File: config.mk
export PLATFORM = sky130hd
export DESIGN_NAME = lagunar_video_fetch
export DESIGN_NICKNAME = d
export VERILOG_FILES = /design/src/rtl/lagunar_video_fetch.sv
export SDC_FILE = /design/constraint.sdc
export NUM_CORES = 1
export LEC_CHECK = 0
export ABC_AREA = 1
export ABC_CLOCK_PERIOD_IN_PS = 2370
export CORE_AREA = 2 2 77 79
export DETAILED_ROUTE_END_ITERATION = 7
export DIE_AREA = 0 0 79 81
export MAX_ROUTING_LAYER = met4
export PLACE_DENSITY = 0.66
export SYNTH_ARGS = -nofsm -noshare
export SYNTH_HDL_FRONTEND = slang
export SYNTH_SLANG_ARGS = --single-unit
File: constraint.sdc
create_clock -name Clock -period 2.37 [get_ports Clock]
set_clock_uncertainty 0.15 [all_clocks]
set_input_delay 0.237 -clock Clock [delete_from_list [all_inputs] [get_ports Clock]]
set_output_delay 0.237 -clock Clock [all_outputs]
set_load 0.05 [all_outputs]
File: src/rtl/lagunar_video_fetch.sv
// lagunar_video_fetch: raster timing, 1bpp bitmap fetch from video RAM and pixel serialiser.
// Optional cocktail flip (180-degree rotation) when VIDEO_FLIP_EN is defined.
module lagunar_video_fetch #(
   parameter int H_TOTAL  = 320,
   parameter int V_TOTAL  = 262,
   parameter int V_ACTIVE = 224,
   parameter int IRQ_MID  = 96
) (
   input  logic        Clock,
   input  logic        Reset_n,
   input  logic        Pix_ce,
   input  logic        Flip,
   output logic        Vid_Req,
   output logic [12:0] Vid_Addr,
   input  logic [7:0]  Ram_out,
   output logic        Pixel,
   output logic        Video_Act,
   output logic        HSync,
   output logic        VSync,
   output logic        Irq_Mid,
   output logic        Irq_End
);

   localparam logic [8:0] H_LAST = 9'(H_TOTAL - 1);
   localparam logic [8:0] V_LAST = 9'(V_TOTAL - 1);
   localparam logic [8:0] V_ACT  = 9'(V_ACTIVE);
   localparam logic [8:0] V_MID  = 9'(IRQ_MID);

   logic [8:0] hcount_q, hcount_d;
   logic [8:0] vcount_q, vcount_d;
   logic [7:0] shift_q, shift_d;
   logic [7:0] hold_q, hold_d;
   logic       req_dly_q, req_dly_d;
   logic       vid_req_q, vid_req_d;
   logic       pixel_q, pixel_d;
   logic       video_act_q, video_act_d;
   logic       hsync_q, hsync_d;
   logic       vsync_q, vsync_d;
   logic       irq_mid_q, irq_mid_d;
   logic       irq_end_q, irq_end_d;
   logic       flip_c;
   logic       act_c, act_n, fetch_n, load_c;
   logic [7:0] row;
   logic [4:0] col;

`ifdef VIDEO_FLIP_EN
   logic flip_q, flip_d;

   // Flip only changes at line start so a line is never half-rotated
   always_comb flip_d = (hcount_q == 9'd0) ? Flip : flip_q;

   always_ff @(posedge Clock) begin
      if (!Reset_n) flip_q <= 1'b0;
      else          flip_q <= flip_d;
   end

   assign flip_c = flip_q;
`else
   logic unused_flip;
   assign unused_flip = Flip;
   assign flip_c      = 1'b0;
`endif

   always_comb begin
      hcount_d = hcount_q;
      vcount_d = vcount_q;
      if (Pix_ce) begin
         if (hcount_q == H_LAST) begin
            hcount_d = '0;
            vcount_d = (vcount_q == V_LAST) ? 9'd0 : vcount_q + 9'd1;
         end else begin
            hcount_d = hcount_q + 9'd1;
         end
      end
   end

   always_comb begin
      act_c = (vcount_q < V_ACT) && (hcount_q >= 9'd8)
              && (hcount_q <= 9'd263);
      act_n = (vcount_d < V_ACT) && (hcount_d >= 9'd8)
              && (hcount_d <= 9'd263);
      fetch_n = (vcount_d < V_ACT) && (hcount_d < 9'd256)
                && (hcount_d[2:0] == 3'd6);
      load_c = Pix_ce && (vcount_q < V_ACT) && (hcount_q < 9'd256)
               && (hcount_q[2:0] == 3'd7);
   end

   always_comb begin
      shift_d = shift_q;
      if (load_c) begin
         shift_d = hold_q;
      end else if (Pix_ce && act_c) begin
         shift_d = flip_c ? {shift_q[6:0], 1'b0} : {1'b0, shift_q[7:1]};
      end
   end

   // Outputs are registered from the next position so they line up with it
   always_comb begin
      video_act_d = video_act_q;
      pixel_d     = pixel_q;
      hsync_d     = hsync_q;
      vsync_d     = vsync_q;
      if (Pix_ce) begin
         video_act_d = act_n;
         pixel_d     = act_n & (flip_c ? shift_d[7] : shift_d[0]);
         hsync_d     = (hcount_d >= 9'd272) && (hcount_d <= 9'd303);
         vsync_d     = (vcount_d >= 9'd236) && (vcount_d <= 9'd239);
      end
      vid_req_d = Pix_ce && fetch_n;
      irq_mid_d = Pix_ce && (hcount_d == 9'd0) && (vcount_d == V_MID);
      irq_end_d = Pix_ce && (hcount_d == 9'd0) && (vcount_d == V_ACT);
      req_dly_d = vid_req_q;
      hold_d    = req_dly_q ? Ram_out : hold_q;
   end

   always_comb begin
      row = vcount_q[7:0];
      col = hcount_q[7:3];
      if (flip_c) begin
         row = 8'd223 - vcount_q[7:0];
         col = 5'd31 - hcount_q[7:3];
      end
   end

   assign Vid_Addr = 13'h0400 + {row, col};

   always_ff @(posedge Clock) begin
      if (!Reset_n) begin
         hcount_q    <= '0;
         vcount_q    <= '0;
         shift_q     <= '0;
         hold_q      <= '0;
         req_dly_q   <= 1'b0;
         vid_req_q   <= 1'b0;
         pixel_q     <= 1'b0;
         video_act_q <= 1'b0;
         hsync_q     <= 1'b0;
         vsync_q     <= 1'b0;
         irq_mid_q   <= 1'b0;
         irq_end_q   <= 1'b0;
      end else begin
         hcount_q    <= hcount_d;
         vcount_q    <= vcount_d;
         shift_q     <= shift_d;
         hold_q      <= hold_d;
         req_dly_q   <= req_dly_d;
         vid_req_q   <= vid_req_d;
         pixel_q     <= pixel_d;
         video_act_q <= video_act_d;
         hsync_q     <= hsync_d;
         vsync_q     <= vsync_d;
         irq_mid_q   <= irq_mid_d;
         irq_end_q   <= irq_end_d;
      end
   end

   assign Vid_Req   = vid_req_q;
   assign Pixel     = pixel_q;
   assign Video_Act = video_act_q;
   assign HSync     = hsync_q;
   assign VSync     = vsync_q;
   assign Irq_Mid   = irq_mid_q;
   assign Irq_End   = irq_end_q;

endmodule
==> impl_metrics.csv <==
group,metric,value,unit
synthesis,synth-compound-area-share,0.0881,
timing,fmax,0.464,GHz
route,viasPerCell,4.96,
route,via_count,2414,
run,drv_cap,0,
min_path,hold_depth,2,
clocking,numCtsBuffers,5,
min_path,hp-class,"reg -> reg",
critical_path,start_kind,"flip-flop",
timing,rsz0062_at_grt,"false",
floorplan,die_x,79,um
synthesis,netlist_area,2460,um2
power_and_ir_drop,ir_drop,0.000287,V
synthesis,yosysTopAreaCell,"dfxtp_1",
clocking,clock-sinks,42,
clocking,ctsHtreeMaxLevel,2,
route,wl_met1,2.53,mm
critical_path,r2r_start,"hcount_q[1]",
power_and_ir_drop,leakage,1.31,nW
timing,setup_tns,0,ns
floorplan,ioPinCount,32,
timing,worst_hold_slack,0.311,ns
synthesis,ys_types,30,
timing,drv_slew,0,
floorplan,die-area,6400,um2
placed_design,buffer_ports.inserted,30,
clocking,cts_tree,"done",
timing,slew_headroom,0.666,
floorplan,core_area,5680,um2
finish,final_cell_mix,"nand2_1, nor2_1, dfxtp_1, inv_1, nand3_1",
synthesis,synthMuxAreaShare,0,
route,first_pass_iters,4,
finish,areaGrowthSynthToFinish,20.0,%
synthesis,synth_nets,395,
route,drt_wl_total,5.57,mm
critical_path,crit_start,"vcount_q[6]",
critical_path,critPathKind,"reg -> out",
synthesis,synth_area_leaders,"dfxtp_1, nand2_1, nor2_1, nand3_1, inv_1",
clocking,clock_path_buffers,2,
timing,worstMarginPinSlew,0.499,ns
outcome,outcome,"finished clean",
timing,layout_setup_ws,0.216,ns
finish,drive_gt1_frac,0.114,
synthesis,synth-xor-area-share,0.0107,
min_path,hp-start,"hold_q[0]",
timing,finalCritPeriodShare,0.909,
clocking,clkTransAtPathRegs,0.08,ns
synthesis,ys_ff_latch,42,
synthesis,synth_top_family_by_area,"simple AND/OR/NAND/NOR gates",
floorplan,die_y,81,um
route,drc_errors,0,
critical_path,reg2regPathDepth,12,
global_route,grt_pass1_vias,2165,
timing,min_period,2.15,ns
finish,n_antenna_cell,0,
critical_path,end_kind,"primary output",
power_and_ir_drop,powerDensity,463,nW/um2
placed_design,hpwl,4.37,mm
power_and_ir_drop,total_power,1.36,mW
critical_path,critical_path_required,1.98,ns
synthesis,synth_top_cell_area_share,0.342,
placed_design,place_congestion,0.877,
critical_path,arrival,1.77,ns
route,highest_layer,"met4",
finish,final_common_cell,"nand2_1",
floorplan,rows,28,
synthesis,synthAdderAreaFrac,0.0306,
route,wl_per_cell,11.4,um
finish,final_nets,429,
clocking,cts_setup_buffers,0,
synthesis,synth_cells,377,
critical_path,crit_fanout,7,
global_route,gr-total-overflow,0,
route,ant_nets,0,
global_route,antenna_found_initial,0,
clocking,clock_latency,0.30,ns
synthesis,syn_area_per_cell,6.51,um2
timing,finalSetupViolations,0,
timing,hold_viol_final,0,
route,met2_length,2.69,mm
route,drt_iter0_drc,116,
floorplan,initial_core_util,0.433,
global_route,grt_max_degree,17,
global_route,grt_pass1_wl,9.43,mm
route,wl_met3,269,um
synthesis,ys.warnings.count,0,
global_route,grtUsageTotal,0.192,
placed_design,dp_slack,0.101,ns
clocking,cts_root_buf,"clkbuf_8",
synthesis,yosysSeqAreaShare,0.342,
synthesis,synthSimpleGateAreaFrac,0.421,
state kept, by name (all words and copies together), names as in the netlist, 8 cells and up:
name and flops:
hcount_q 9, hold_q 8, shift_q 8, vcount_q 9
cells by family (layout without fill, tap and decap cells):
| logic type | Yosys count | count (layout) |
|---|---|---|
| AOI/OAI and AO/OA | 38 | 38 |
| buffers and inverters | 57 | 92 |
| and+or+nand+nor | 231 | 231 |
| adders and majority gates | 6 | 6 |
| xor gates and xnor gates | 3 | 3 |
| DFF | 42 | 42 |
final timing paths:
path / to / slack [ns]
max: Vid_Addr[11] / 0.22
min: hold_q[0] / 0.31
max reg2reg: VSync / 0.23
min reg2reg: hold_q[0] / 0.31
worst max-delay path: stages (launching register included):
cell	delay, ns
dfxtp_1	0.38
ha_1	0.30
clkdlybuf4s50_1	0.79
cell usage after synthesis, drive strengths merged:
cell type  count
nand2        114
nor2          68
dfxtp         42
inv           40
nand3         36
o21ai         19
a21oi         13
buf           12
nand4          7
a31oi          6
ha             6
nor3           4
clkbuf         3
clkinv         2
xor2           2
nand3b         1
nor4           1
xnor2          1
metrics by stage:
| stage | std cells | area [um2] | util |
|---|---|---|---|
| after floorplan | 377 | 2460 | - |
| after CTS | 487 | 2940 | 0.519 |
| after global placement | 479 | 2830 | 0.499 |
| final | 487 | 2950 | 0.519 |
| after global routing | 487 | 2950 | 0.519 |
| after detailed placement | 479 | 2830 | 0.499 |
power breakdown:
part | leakage [nW] | switching, mW | internal (mW)
registers | 0.339 | 0.00796 | 0.711
clock network | 0.0514 | 0.252 | 0.314
logic | 0.916 | 0.0435 | 0.0351
layout make-up:
class / count / area [um2]
Timing Repair Buffer: 42 / 388
Clock inverter: 2 / 37.5
Fill cell: 598 / 2730
Inverter: 42 / 158
Clock buffer: 6 / 72.6
Sequential cell: 42 / 841
Multi-Input combinational cell: 278 / 1360
Tap cell: 75 / 93.8
per-layer routing:
layer,track usage,vias up
li1,-,1262
met1,0.228,1086
met2,0.326,57
met3,0.0400,9
met4,0.0621,0
met5,-,-
timing repair:
action / in CTS / in global routing
hold buffers: 0 / 0
resized for setup: 0 / 2
endpoints found under the hold margin: 0 / 0
setup endpoints to repair: 0 / 3
(Power assumes the default switching activity.)
